$ cat config.mk
export PLATFORM = sky130hd
export DESIGN_NAME = push_race_counter
export DESIGN_NICKNAME = d
export VERILOG_FILES = /design/src/rtl/push_race_counter_pkg.sv /design/src/rtl/push_edge_sync.sv /design/src/rtl/push_race_counter.sv
export SDC_FILE = /design/constraint.sdc
export NUM_CORES = 1
export LEC_CHECK = 0
export CAP_MARGIN = 10
export CORE_MARGIN = 4
export CORE_UTILIZATION = 50
export DETAILED_ROUTE_END_ITERATION = 10
export PLACE_DENSITY_LB_ADDON = 0.08
export SLEW_MARGIN = 30
export SYNTH_ARGS = -nofsm -noshare
export SYNTH_HDL_FRONTEND = slang
export SYNTH_HIERARCHICAL = 1
export SYNTH_SLANG_ARGS = --single-unit
$ cat constraint.sdc
create_clock -name clk -period 2.49 [get_ports clk]
set_clock_uncertainty 0.05 [all_clocks]
set_input_delay 0.498 -clock clk [delete_from_list [all_inputs] [get_ports clk]]
set_output_delay 0.498 -clock clk [all_outputs]
set_load 0.05 [all_outputs]
$ cat src/rtl/push_race_counter_pkg.sv
// rtl/push_race_counter_pkg.sv - shared state encoding and sizing helpers for the push race counter
package push_race_counter_pkg;

  typedef enum logic [1:0] {
    ST_IDLE = 2'd0,
    ST_RUN  = 2'd1,
    ST_CMP  = 2'd2,
    ST_DONE = 2'd3
  } state_e;

  localparam int DEFAULT_ROUND_CYCLES = 1000;

  // The timer counts ROUND_CYCLES-1 down to 0; a one-cycle round still needs one bit.
  function automatic int timer_w(input int cycles);
    return (cycles > 1) ? $clog2(cycles) : 1;
  endfunction

endpackage

$ cat src/rtl/push_edge_sync.sv
// rtl/push_edge_sync.sv - two-flop synchroniser plus rising-edge press pulse for one button
module push_edge_sync (
  input  logic clk,
  input  logic rst,
  input  logic pb_raw,
  output logic press
);

  logic meta_q, meta_d;
  logic sync_q, sync_d;
  logic prev_q, prev_d;

  always_comb begin
    meta_d = pb_raw;
    sync_d = meta_q;
    prev_d = sync_q;
  end

  always_ff @(posedge clk) begin
    if (rst) begin
      meta_q <= 1'b0;
      sync_q <= 1'b0;
      prev_q <= 1'b0;
    end else begin
      meta_q <= meta_d;
      sync_q <= sync_d;
      prev_q <= prev_d;
    end
  end

  assign press = sync_q & ~prev_q;

endmodule

$ cat src/rtl/push_race_counter.sv
// rtl/push_race_counter.sv - N-player timed press counter with sequential winner search
module push_race_counter
  import push_race_counter_pkg::*;
#(
  parameter int NUM_PLAYERS  = 2,
  parameter int CNT_W        = 8,
  parameter int ROUND_CYCLES = DEFAULT_ROUND_CYCLES,
  parameter int IDX_W        = 4
) (
  input  logic                         clk,
  input  logic                         rst,
  input  logic [NUM_PLAYERS-1:0]       pb,
  input  logic                         start,
  input  logic                         abort,
  output logic                         busy,
  output logic                         done,
  output logic [IDX_W-1:0]             winner,
  output logic                         tie,
  output logic [CNT_W-1:0]             best_count,
  output logic [NUM_PLAYERS*CNT_W-1:0] counts
);

  localparam int               TW         = timer_w(ROUND_CYCLES);
  localparam logic [TW-1:0]    TIMER_LOAD = TW'(ROUND_CYCLES - 1);
  localparam logic [CNT_W-1:0] CNT_MAX    = '1;
  localparam logic [IDX_W-1:0] LAST_IDX   = IDX_W'(NUM_PLAYERS - 1);

  state_e           state_q, state_d;
  logic [TW-1:0]    timer_q, timer_d;
  logic [IDX_W-1:0] idx_q, idx_d;
  logic [IDX_W-1:0] winner_q, winner_d;
  logic             tie_q, tie_d;
  logic [CNT_W-1:0] best_q, best_d;
  logic [CNT_W-1:0] cnt_q [NUM_PLAYERS];
  logic [CNT_W-1:0] cnt_d [NUM_PLAYERS];
  logic [NUM_PLAYERS-1:0] press;
  logic [CNT_W-1:0] cur_cnt;

  for (genvar i = 0; i < NUM_PLAYERS; i++) begin : g_chan
    push_edge_sync u_sync (
      .clk    (clk),
      .rst    (rst),
      .pb_raw (pb[i]),
      .press  (press[i])
    );
    assign counts[i*CNT_W +: CNT_W] = cnt_q[i];
  end

  always_comb begin
    cur_cnt = '0;
    for (int i = 0; i < NUM_PLAYERS; i++) begin
      if (idx_q == IDX_W'(i)) cur_cnt = cnt_q[i];
    end
  end

  always_comb begin
    state_d  = state_q;
    timer_d  = timer_q;
    idx_d    = idx_q;
    winner_d = winner_q;
    tie_d    = tie_q;
    best_d   = best_q;
    cnt_d    = cnt_q;

    unique case (state_q)
      ST_IDLE: begin
        if (start) begin
          state_d  = ST_RUN;
          timer_d  = TIMER_LOAD;
          winner_d = '0;
          tie_d    = 1'b0;
          best_d   = '0;
          for (int i = 0; i < NUM_PLAYERS; i++) cnt_d[i] = '0;
        end
      end
      ST_RUN: begin
        for (int i = 0; i < NUM_PLAYERS; i++) begin
          if (press[i] && cnt_q[i] != CNT_MAX) cnt_d[i] = cnt_q[i] + CNT_W'(1);
        end
        timer_d = timer_q - TW'(1);
        if (timer_q == '0) begin
          state_d = ST_CMP;
          idx_d   = '0;
        end
      end
      ST_CMP: begin
        if (idx_q == '0) begin
          best_d   = cur_cnt;
          winner_d = '0;
          tie_d    = 1'b0;
        end else if (cur_cnt > best_q) begin
          best_d   = cur_cnt;
          winner_d = idx_q;
          tie_d    = 1'b0;
        end else if (cur_cnt == best_q) begin
          tie_d = 1'b1;
        end
        idx_d = idx_q + IDX_W'(1);
        if (idx_q == LAST_IDX) state_d = ST_DONE;
      end
      ST_DONE: begin
        state_d = ST_IDLE;
      end
    endcase

    // Abort overrides both timer expiry and the comparison walk.
    if (abort && (state_q == ST_RUN || state_q == ST_CMP)) begin
      state_d  = ST_IDLE;
      winner_d = '0;
      tie_d    = 1'b0;
      best_d   = '0;
      for (int i = 0; i < NUM_PLAYERS; i++) cnt_d[i] = '0;
    end
  end

  always_ff @(posedge clk) begin
    if (rst) begin
      state_q  <= ST_IDLE;
      timer_q  <= '0;
      idx_q    <= '0;
      winner_q <= '0;
      tie_q    <= 1'b0;
      best_q   <= '0;
      for (int i = 0; i < NUM_PLAYERS; i++) cnt_q[i] <= '0;
    end else begin
      state_q  <= state_d;
      timer_q  <= timer_d;
      idx_q    <= idx_d;
      winner_q <= winner_d;
      tie_q    <= tie_d;
      best_q   <= best_d;
      cnt_q    <= cnt_d;
    end
  end

  assign busy       = (state_q != ST_IDLE);
  assign done       = (state_q == ST_DONE);
  assign winner     = winner_q;
  assign tie        = tie_q;
  assign best_count = best_q;

endmodule

* Word level (Yosys, flattened, before mapping)
Index checks and enable logic that the tools add are counted.
** Cells by class
- Equality and inequality tests :: 14
- Bitwise operators :: 4
- Reduce and logical (&&, ||, !) cells :: 19
- $add $sub $neg :: 4
- Multiplexer cells :: 27
- Magnitude comparators :: 1
** Operators by type and width (number)
- 8-bit two-way mux :: 7
- 16-bit one-hot mux with 2 select lines :: 1
- 10-bit one-hot mux with 2 select lines :: 1
- 8-bit by 1-bit adder with 8-bit output (second input constant) :: 2
- 16-bit two-way mux :: 1
- 4-bit two-way mux :: 4
- 8-bit inequality test (second input constant) :: 2
- 4-bit one-hot mux with 2 select lines :: 2
- 8-bit one-hot mux with 2 select lines :: 1
- 3-bit AND reduction :: 5
- 10-bit logical NOT :: 1
- 10-bit two-way mux :: 1
- 2-bit inequality test (second input constant) :: 5
- 10-bit by 1-bit subtractor with 10-bit output (second input constant) :: 1
- 8-bit == test :: 1
- 8-bit greater-than comparator :: 1
- 2-bit one-hot mux with 4 select lines :: 1
- 2-bit nonzero test :: 4
- 2-bit two-way mux :: 3
- 4-bit by 1-bit adder with 4-bit output (second input constant) :: 1
- 2-bit == test (second input constant) :: 2
- 4-bit by 1-bit == test with 1-bit output (second input constant) :: 1
- 4-bit logical NOT :: 1
- 1-bit two-way mux :: 4
- 11 further kinds :: 16
** Storage, ports and cells
- Output and inout port bits :: 31
- Bits in registers :: 51

* Longest topological paths before layout
- Depth after elaboration :: 8
- Mapped depth :: 14

* Hierarchy
The synthesis kept the hierarchy.
** By module, submodules not included
- push_race_counter :: cells each 332, sequential area each 900.9 um^2, area each 2665.1 um^2, times used 1
- push_edge_sync :: cells each 7, sequential area each 60.1 um^2, area each 87.6 um^2, times used 2

* Worst setup path before layout
No wires, ideal clock.
- Path kind :: flip-flop to flip-flop
- Start :: reg idx_q[0]
- End :: reg winner_q[0], in the netlist winner[0]
- Buffers on the path :: 2
- Library setup time :: 72 ps
- Clock period less this slack :: 2729 ps
- Data arrival time :: 2607 ps
- Stages on the path, launching flop included :: 14
- Slack :: -239 ps
- Path through :: dfxtp_1 > ha_1 > clkbuf_1 > inv_1 > and3_1 > a21oi_1 > nor2_1 > ha_1 > nor2b_1 > o211ai_1 > a211o_1 > a21oi_2 > buf_6 > mux2i_1
** On the way
- Word-level cells in the longest chain between the ends :: 6
- Elaborated cells between the ends (all ways) :: 10
- Those cells by class :: order compare (1); eq/ne (2); mux (5); reduce/logical (2)
** Ends and longest elaborated chain
- start, declared :: RTL line push_race_counter.sv:30 : logic [IDX_W-1:0] idx_q, idx_d;
- start signal, assigned :: RTL line push_race_counter.sv:128 : idx_q <= idx_d;
- 4-bit logical NOT :: RTL line push_race_counter.sv:52, push_race_counter.sv:87
- 8-bit two-way mux (2 in series) :: RTL line push_race_counter.sv:52 : if (idx_q == IDX_W'(i)) cur_cnt = cnt_q[i];
- 8-bit greater-than comparator :: RTL line push_race_counter.sv:91 : end else if (cur_cnt > best_q) begin
- 3-bit inequality test (no source line)
- 3-bit AND reduction (no source line)
- end signal, assigned :: RTL line push_race_counter.sv:129 : winner_q <= winner_d;
- end, declared :: RTL line push_race_counter.sv:31 : logic [IDX_W-1:0] winner_q, winner_d;
Several ways; a longest one is shown, not always the timed one. The select of a mux whose other input is x is not followed.
A chain may end at the register's enable or synchronous reset.

* Worst setup path in the final report
- Start :: reg idx_q[0]
- End :: reg best_q[5], in the netlist best_count[5]
** On the way
- Word-level cells in the longest chain between the ends :: 6
- Elaborated cells between the ends (all ways) :: 10
- Those cells by class :: order compare (1); eq/ne (2); mux (5); reduce/logical (2)
** Ends and longest elaborated chain
- 4-bit logical NOT :: RTL line push_race_counter.sv:52, push_race_counter.sv:87
- 8-bit two-way mux (2 in series) :: RTL line push_race_counter.sv:52
- 8-bit greater-than comparator or 8-bit two-way mux (tied branches) :: RTL line push_race_counter.sv:91
- 3-bit inequality test (no source line) or 8-bit two-way mux (tied branches)
- 3-bit AND reduction (no source line) or 8-bit one-hot mux with 2 select lines (tied branches)
- end signal, assigned :: RTL line push_race_counter.sv:131 : best_q <= best_d;
- end, declared :: RTL line push_race_counter.sv:33 : logic [CNT_W-1:0] best_q, best_d;
Several ways; a longest one is shown, not always the timed one. The select of a mux whose other input is x is not followed.

==> metrics.md <==
| Metric | Value |
|---|---|
| Vias per cell | `5.63` |
| Clock slew seen by the registers of the worst setup and hold paths | `0.09 ns` |
| Via Count | `2,616` |
| First-pass GRT wire length | `11,900 um` |
| Sink Count | `51` |
| Post-synthesis register bit count | `51` |
| EDFF count, synth | `0` |
| DRT iter0 DRCs | `137` |
| Clock tree buffer depth | `2` |
| Overall routing resource usage | `20.4%` |
| Status | `finished, violations left` |
| Global route total overflow | `0` |
| Die Span Y | `83.4 um` |
| Fin area | `0.00358 mm^2` |
| Total power draw | `2.77 mW` |
| Synthesized area per cell | `8.21 um^2` |
| N_diodes | `0` |
| Clock latency on the worst-skew pair | `0.30 ns` |
| Peak VDD IR | `0.563 mV` |
| Core Util, Final | `65.0%` |
| Post-CTS Hold Buffers | `0` |
| Fmax | `396 MHz` |
| Setup violators final | `7` |
| Core area | `0.00551 mm^2` |
| Setup WS post-layout | `-0.0372 ns` |
| Vias in the first global route | `2,513` |
| Kind of critical path | `register to register` |
| H-tree depth | `2` |
| CTS tree | `yes` |
| WL final | `6930 um` |
| Netlist Area Pre-Place | `0.00284 mm^2` |
| Failing checks | `setup timing` |
| CTS buffer count | `5` |
| PD cells | `774 mW/mm^2` |
| DRC | `0` |
| Worst Setup End Kind | `register` |
| DP Cell Count | `453` |
| Layout Nets | `418` |
| Min Tclk post-route | `2.53 ns` |
| Prevailing post-synth register cell | `dfxtp_1` |
| TritonRoute pass-1 iters | `4` |
| Final slew viol count | `0` |
| HP Class | `register to register` |
| Layout cell share with drive strength beyond 1 | `13.5%` |
| IO Count | `37` |
| RePlAce Congestion | `0.869` |
| Cell row count | `27` |
| Initial Util | `51.6%` |
| Register area share after synthesis | `35.9%` |
| Unrepaired setup endpoints after global routing | `yes` |
| # port buffers | `36` |
| Least-Margin Pin Slew | `0.687 ns` |
| Root Buffer | `clkbuf_8` |
| Max_slew headroom | `53.4%` |
| Tcrit/Tclk final | `101%` |
| Worst Path Arrival | `2.71 ns` |
| Setup WS pre-CTS | `-0.0470 ns` |
| Full die area | `0.00695 mm^2` |
| Syn Inst Count | `346` |
| Largest net degree at the start of global routing | `22` |
| Initial antenna violation count | `0` |
| Die X | `83.4 um` |
| CP max FO | `9` |
| Cell with the most instances after synthesis | `dfxtp_1` |
| Max Cap Viol | `0` |
| Post-synth top area share | `35.9%` |
| Syn-to-layout area delta | `25.9%` |
| Lkg Pwr | `1.34 nW` |
| CP Data Required Time | `2.68 ns` |
| Final-report hold violation count | `0` |
| Post-route ant nets | `0` |
| TNS Setup | `-0.159 ns` |
| Synth Net Count | `371` |
| Startpoint types | `register` |
| Worst hold slack | `0.414 ns` |
| Yosys warns | `6` |
| Dominant cell type by area after synthesis | `dfxtp_1` |
| Post-synthesis cell type count | `48` |
| Dpl hpwl | `4960 um` |
| Routed WL per cell | `14.9 um` |
| Ys async rst share | `0%` |
| Finished Layout Cells | `465` |
| DP Area | `0.00337 mm^2` |
| Top cells by area, synth | `dfxtp_1 (36%), ha_1 (8.4%), mux2i_1 (5.6%), a21oi_1 (4.8%), nand2_1 (4.8%)` |
| Most frequent cells after synthesis | `dfxtp_1 (51), nand2_1 (36), nor2_1 (32)` |
-- power breakdown --
part | total, mW | switching (mW) | leakage (nW) | internal (mW)
logic | 1.22 | 0.714 | 0.870 | 0.506
registers | 0.986 | 0.0848 | 0.416 | 0.901
clock network | 0.563 | 0.268 | 0.0513 | 0.295
-- state kept, by name, summed over array words and instances (netlist names) --
name	count
state_q	2
g_chan.u_sync/prev_q	2
g_chan.u_sync/meta_q	2
idx_q	4
winner	4
counts	16
best_count	8
timer_q	10
tie	1
g_chan.u_sync/prev_d	2
-- repair_timing --
item | in CTS | in global routing
gates resized for setup | 10 | 3
pin swaps | 7 | 4
setup buffers | 3 | 2
endpoints found under the setup margin | 12 | 12
gates cloned | 1 | 0
hold endpoints to repair | 0 | 0
-- layout by cell type, fill, tap and decap left out, types with 4 or more instances in the layout --
master / instances
nand2_1: 36
clkdlybuf4s50_1: 35
nand4_1: 8
o21ai_1: 4
nand2b_1: 16
dfxtp_1: 49
mux2i_1: 16
and3_1: 7
inv_1: 15
or3_1: 4
a21oi_1: 21
nor2b_1: 8
nor3_1: 9
ha_1: 17
nor2_1: 32
o21ai_0: 7
nand3_1: 20
xnor2_1: 4
a21oi_2: 5
buf_4: 18
clkbuf_8: 5
-- layer usage --
metal | up-vias | share of wire [%] | global-route usage, %
li1 | 1300 | - | -
met1 | 1248 | 46 | 26.2
met2 | 57 | 48 | 35.1
met3 | 11 | 4.1 | 3.57
met4 | 0 | 1.8 | 5.50
met5 | - | 0 | 0
-- critical path, cell delays in order (launching register included) --
cell and delay, ns:
dfxtp_2 0.38, inv_2 0.07, ha_4 0.18, and3_4 0.17, a21oi_4 0.11, nor2_1 0.06
ha_1 0.29, nor2b_1 0.13, o211ai_1 0.09, a211o_1 0.30, a21oi_2 0.18, buf_4 0.14
clkbuf_16 0.14, mux2i_1 0.17
-- path summary, 6_finish.rpt --
| check | startpoint | endpoint | slack [ns] | cells past startpoint |
|---|---|---|---|---|
| max reg2reg | idx_q[0]$_SDFFE_PP0P_ | best_count[5]$_SDFFE_PP0P_ | -0.04 | 13 |
| min | winner[3]$_SDFFE_PP0P_ | winner[3]$_SDFFE_PP0P_ | 0.41 | 2 |
| min reg2reg | winner[3]$_SDFFE_PP0P_ | winner[3]$_SDFFE_PP0P_ | 0.41 | 2 |
| max | idx_q[0]$_SDFFE_PP0P_ | best_count[5]$_SDFFE_PP0P_ | -0.04 | 13 |
-- cells by family after synthesis --
logic type               Yosys count  synth area share, %
AO/OA/AOI/OAI                     64                 15.0
XOR/XNOR                           7                 2.16
adder cells (fa/ha/maj)           19                 8.37
buffers and inverters             33                 4.71
flip-flops                        51                 35.9
multiplexers                      19                 6.83
AND/OR/NAND/NOR                  153                 27.0
-- final cells by class --
class                           count  area (um^2)
Sequential cell                    51         1020
Fill cell                         495         1930
Inverter                           18         72.6
Tap cell                           72         90.1
Timing Repair Buffer               55          531
Clock buffer                        6         72.6
Clock inverter                      1         30.0
Multi-Input combinational cell    262         1760
(Power assumes the default switching activity.)
==> patch 1, RTL diff (same flow settings) <==
The 4 states of `state_e` get a one-hot encoding in 4 bits.
--- a/src/rtl/push_race_counter_pkg.sv
+++ b/src/rtl/push_race_counter_pkg.sv
@@ -1,11 +1,11 @@
 // rtl/push_race_counter_pkg.sv - shared state encoding and sizing helpers for the push race counter
 package push_race_counter_pkg;
 
-  typedef enum logic [1:0] {
-    ST_IDLE = 2'd0,
-    ST_RUN  = 2'd1,
-    ST_CMP  = 2'd2,
-    ST_DONE = 2'd3
+  typedef enum logic [3:0] {
+    ST_IDLE = 4'b0001,
+    ST_RUN  = 4'b0010,
+    ST_CMP  = 4'b0100,
+    ST_DONE = 4'b1000
   } state_e;
 
   localparam int DEFAULT_ROUND_CYCLES = 1000;
Behaviour: same outputs for any inputs over 10 cycles, from zero or initial values and one cycle with rst high; not proved beyond that.
==> patch 1 against the original RTL <==
The flow still finishes with violations (negative setup slack); final area is 4.1% lower; routed wire length shrank 13%; worst setup slack lost 0.16 ns; area after synthesis shrank 5.8%; synthesized cell count decreased by 16%; sequential cell count grew 2; critical path depth decreased by 1; global-route usage is 0.89 points lower.
Power is not compared: it rests on default switching activity, and its combinational part moved more than twofold at a synthesized area within 25%.
==> patch 1: results (changes against the original RTL) <==
pre_cts_slack_ns: -0.233  # -0.186 ns
antenna_found_initial: 0  # unchanged
syn_nets: 312  # -16%
routabilityCongestion: 0.833  # -4.1%
synth_common_cells: "53 x dfxtp_1, 34 x nand2_1, 23 x nor2_1, 21 x a21oi_1, 14 x ha_1"
cpLargestDelayFamily: "compound AO/OA/AOI/OAI gates"
status: "complete, but fails checks"
yosys_warnings: 6  # unchanged
largest_register_ffs: 16  # unchanged
cp_slowest_cell: "or3b_4"
clk_pin_slew_worst_paths_ns: 0.10
critPathMaxStageDelay_ns: 0.39
drive_gt1_frac: 0.177  # +0.0418
htree_levels: 2  # unchanged
grt_pass1_vias: 2114  # -16%
cts_buffers: 5  # unchanged
drtPass1Iterations: 4  # unchanged
clockBufferDepth: 2  # unchanged
final-setup-viol-count: 13  # +6
synthArstFlopShare: 0  # unchanged
wl_um: 6000  # -13%
layout_setup_ws_ns: -0.199  # -0.161 ns
power.leakage_nw: 1.32
grt_start_max_net_pins: 17  # -23%
synth.distinct_cells: 46  # -4.2%
critPathMaxFanout: 6  # -3
via_count: 2226  # -15%
diodes: 0  # unchanged
timing.slew.headroom: 0.659  # +0.125
drt_iter0_drc: 83  # -39%
track_usage: 0.195  # -0.00890
cts-root-buf: "clkbuf_8"
violations: "negative setup slack"
portBuffers: 36  # unchanged
swShare: 0.284
clkLatencyLatePin_ns: 0.31
dp.final_hpwl_um: 4480  # -9.7%
grt_pass1_wl_um: 10000  # -16%
fin_nets: 370  # -11%
hold_class: "register to register"
synthTopCellsByArea: "dfxtp_1 40%, ha_1 6.5%, nand2_1 4.8%"
seq_area_frac_synth: 0.396  # +0.0370
ir_drop_mv: 0.360
-- patch 1: per-stage QoR --
step / instances / area (um2) / setup TNS, ns / hold slack [ns]
detailed placement: 412 / 3270 / -2.71 / 0.400
global route: 421 / 3430 / -4.15 / 0.426
CTS: 420 / 3370 / -2.55 / 0.416
floorplan: 292 / 2700 / -1.75 / 0.364
global placement: 412 / 3270 / -1.52 / 0.369
finish: 421 / 3430 / -2.31 / 0.413
-- patch 1: final cells by class --
| class | instances | area [um2] |
|---|---|---|
| well taps | 70 | 87.6 |
| clock inverters | 2 | 13.8 |
| flip-flops and latches | 53 | 1060 |
| clock buffers | 6 | 82.6 |
| inverters | 12 | 45.0 |
| multi-input cells | 219 | 1580 |
| repair buffers | 59 | 558 |
| fillers | 453 | 1710 |
-- patch 1: routing by layer --
layer / part of all wire / global-route usage
met5: 0 / 0
met4: 0.012 / 0.0557
met3: 0.032 / 0.0399
met2: 0.47 / 0.323
met1: 0.48 / 0.257
-- patch 1: logic make-up (layout without fill, tap and decap cells) --
family,Yosys count,after routing,synth area share
AO/OA/AOI/OAI,52,52,0.137
XOR/XNOR,19,19,0.0622
adder cells (fa/ha/maj),14,14,0.0655
buffers and inverters,20,79,0.0360
flip-flops,53,53,0.396
multiplexers,12,12,0.0449
AND/OR/NAND/NOR,122,122,0.259
-- patch 1: power groups by stage --
stage               Combinational, W  Sequential, W  Clock (W)
finish                      0.000309       0.000926   0.000510
global route                0.000340       0.000932   0.000560
CTS                         0.000293       0.000926   0.000524
detailed placement          0.000292       0.000945          0
global placement            0.000290       0.000944          0
floorplan                   0.000215       0.000944          0
-- patch 1: worst reg2reg max path: stages, from the launching register on --
cell and delay, ns:
dfxtp_2 0.35, inv_2 0.04, ha_1 0.12, or3b_4 0.39
nor2_4 0.15, a22o_1 0.23, ha_4 0.23, a21oi_2 0.11
nand2_1 0.06, a211o_1 0.29, o22ai_4 0.22, clkbuf_16 0.20
mux2i_1 0.17
-- patch 1: path summary, 6_finish.rpt --
path	from	slack [ns]	cells past startpoint	endpoint
setup reg to reg	idx_q[0]$_SDFFE_PP0P_	-0.20	12	best_count[7]$_SDFFE_PP0P_
setup / recovery	idx_q[0]$_SDFFE_PP0P_	-0.20	12	best_count[7]$_SDFFE_PP0P_
hold reg to reg	winner[0]$_SDFFE_PP0P_	0.41	2	winner[0]$_SDFFE_PP0P_
hold / removal	winner[0]$_SDFFE_PP0P_	0.41	2	winner[0]$_SDFFE_PP0P_
-- patch 1: repair_timing --
action	in CTS	in global routing
gates cloned	0	1
pin swaps	2	3
endpoints found under the setup margin	13	14
buffers inserted	0	0
resized for setup	2	6
==> patch 2, RTL diff (config.mk and constraints unchanged) <==
Made on the original files. `DEFAULT_ROUND_CYCLES`: 1000 -> 2000.
--- a/src/rtl/push_race_counter_pkg.sv
+++ b/src/rtl/push_race_counter_pkg.sv
@@ -8,7 +8,7 @@
     ST_DONE = 2'd3
   } state_e;
 
-  localparam int DEFAULT_ROUND_CYCLES = 1000;
+  localparam int DEFAULT_ROUND_CYCLES = 2000;
 
   // The timer counts ROUND_CYCLES-1 down to 0; a one-cycle round still needs one bit.
   function automatic int timer_w(input int cycles);
Formal check against the unedited RTL: no difference found for any inputs over 10 cycles, from zero or initial values and one cycle with rst high; that may be too few to reach the edited logic, so the function may still have changed.
==> patch 2 against the original RTL <==
The flow still finishes with violations (negative setup slack); die area shrank 4.4%; sequential share of layout area is essentially flat; sequential cell count grew 1; area after synthesis shrank 4.8%; total power grew 0.78%; final area grew 2.0%; routed wire length shrank 3.7%; worst setup slack lost 0.18 ns; clock power shrank 12%; critical path depth shrank 1.
==> patch 2: results (changes against the original RTL) <==
status: "complete, but fails checks"
violations: "negative setup slack"
grt_pass1_vias: 2304  # -8.3%
track_usage: 0.210  # +0.00614
synth-adder-area-share: 0.0880  # +0.00426
r2r-end: "best_count[5]$_SDFFE_PP0P_"
routed_via_density: 5.37  # -4.5%
timing.slew.headroom: 0.507  # -0.0279
dp.final_hpwl_um: 4840  # -2.5%
synth-compound-area-share: 0.142  # -0.00809
synth_common_cells: "52 x dfxtp_1, 44 x nand2_1, 31 x nor2_1, 19 x ha_1, 18 x a21oi_1"
cp_slowest_cell: "a2111oi_4"
power_density_nw_per_um2: 764  # -1.2%
synth-edff-count: 0  # unchanged
synthMuxAreaShare: 0.0593  # -0.00902
critPathMaxFanout: 5  # -4
cpLargestDelayFamily: "compound AO/OA/AOI/OAI gates"
nFillCells: 400  # -19%
dp.cells: 446  # -1.5%
layout_setup_ws_ns: -0.215  # -0.177 ns
fin_hold_ws_ns: 0.396  # -0.0176 ns
syn_nets: 340  # -8.4%
synth.distinct_cells: 47  # -2.1%
final-clk-cell-share: 0.0254  # -0.00331
whs_endpoint: "g_chan[1].u_sync/prev_d$_SDFF_PP0_"
detail_route.wl_per_cell_um: 14.5  # -3.0%
buffers: 79  # +44%
grt-ovfl-total: 0  # unchanged
synthTopCellsByArea: "dfxtp_1 39%, ha_1 8.8%, nand2_1 6.1%"
synth.avg_cell_area_um2: 8.58  # +4.5%
multiInputCombCellCount: 236  # -9.9%
multi_input_area_share: 0.448  # -0.0430
hold_class: "register to register"
final.setup.tns_ns: -2.44  # -2.28 ns
routabilityCongestion: 0.809  # -6.9%
area_share_nonclk_buffers: 0.198  # +0.0498
wl_um: 6680  # -3.7%
seq_share: 0.287  # +0.000481
postPlaceCellArea_um2: 3410  # +1.4%
diodes: 0  # unchanged
drt_iter0_drc: 112  # -18%
cp.arrival_ns: 2.87  # +0.16 ns
final-setup-viol-count: 12  # +5
dieArea_um2: 6650  # -4.4%
clkLatencyLatePin_ns: 0.32  # +0.02 ns
timing.rr.start: "idx_q[1]$_SDFFE_PP0P_"
drive_gt1_frac: 0.189  # +0.0539
cts.sinks: 52  # +2.0%
hp-start: "g_chan[1].u_sync/meta_q$_SDFF_PP0_"
r2r_cells: 12  # -1
nClkBuffers: 6  # unchanged
cts_buffers: 5  # unchanged
synth_xor_area_frac: 0.0486  # +0.0270
fin_nets: 416  # -0.48%
power.leakage_nw: 1.43  # +7.4%
whs_path_depth: 1  # -1
seq_area_frac_synth: 0.385  # +0.0257
inverters: 17  # -1
grt_pass1_wl_um: 10900  # -8.2%
ir_drop_mv: 0.631  # +12%
[patch 2: changes by cell type in the layout (fill, tap and decap cells not counted), sizes merged, moves of 8 or more]
cell	before	now
and3	9	0
nand2b	16	5
a21oi	28	18
buf	19	43
nand2	36	44
[patch 2: how the worst max path moves through the flow]
stage / startpoint / endpoint / slack, ns / cells after the start
floorplan: idx_q[1]$_SDFFE_PP0P_ / best_count[0]$_SDFFE_PP0P_ / 0.0009 / 12
global placement: idx_q[0]$_SDFFE_PP0P_ / best_count[4]$_SDFFE_PP0P_ / -0.44 / 12
detailed placement: idx_q[0]$_SDFFE_PP0P_ / best_count[4]$_SDFFE_PP0P_ / -0.21 / 12
CTS: idx_q[1]$_SDFFE_PP0P_ / best_count[4]$_SDFFE_PP0P_ / -0.02 / 12
global route: idx_q[0]$_SDFFE_PP0P_ / best_count[6]$_SDFFE_PP0P_ / -0.32 / 13
finish: idx_q[1]$_SDFFE_PP0P_ / best_count[5]$_SDFFE_PP0P_ / -0.21 / 12
[patch 2: where the power goes]
| group | switching (W) | internal (W) | leakage (nW) | total, W |
|---|---|---|---|---|
| sequential | 0.000101 | 0.000934 | 0.424 | 0.00103 |
| clock | 0.000275 | 0.000222 | 0.0510 | 0.000498 |
| combinational | 0.000701 | 0.000556 | 0.960 | 0.00126 |
| total | 0.00108 | 0.00171 | 1.43 | 0.00279 |
[patch 2: layer usage]
layer / up-vias / global-route usage / share of wire
met5: - / 0 / 0
met3: 8 / 0.0340 / 0.045
met4: 0 / 0.0642 / 0.014
met2: 50 / 0.355 / 0.49
li1: 1249 / - / -
met1: 1176 / 0.274 / 0.45
[patch 2: timing repair]
item                                    4_1_cts  5_1_grt
gates resized for setup                       3        8
hold buffers                                  0        0
buffers inserted                              2        5
endpoints found under the setup margin       12       13
cloned                                        0        1
pin swaps                                     2        9
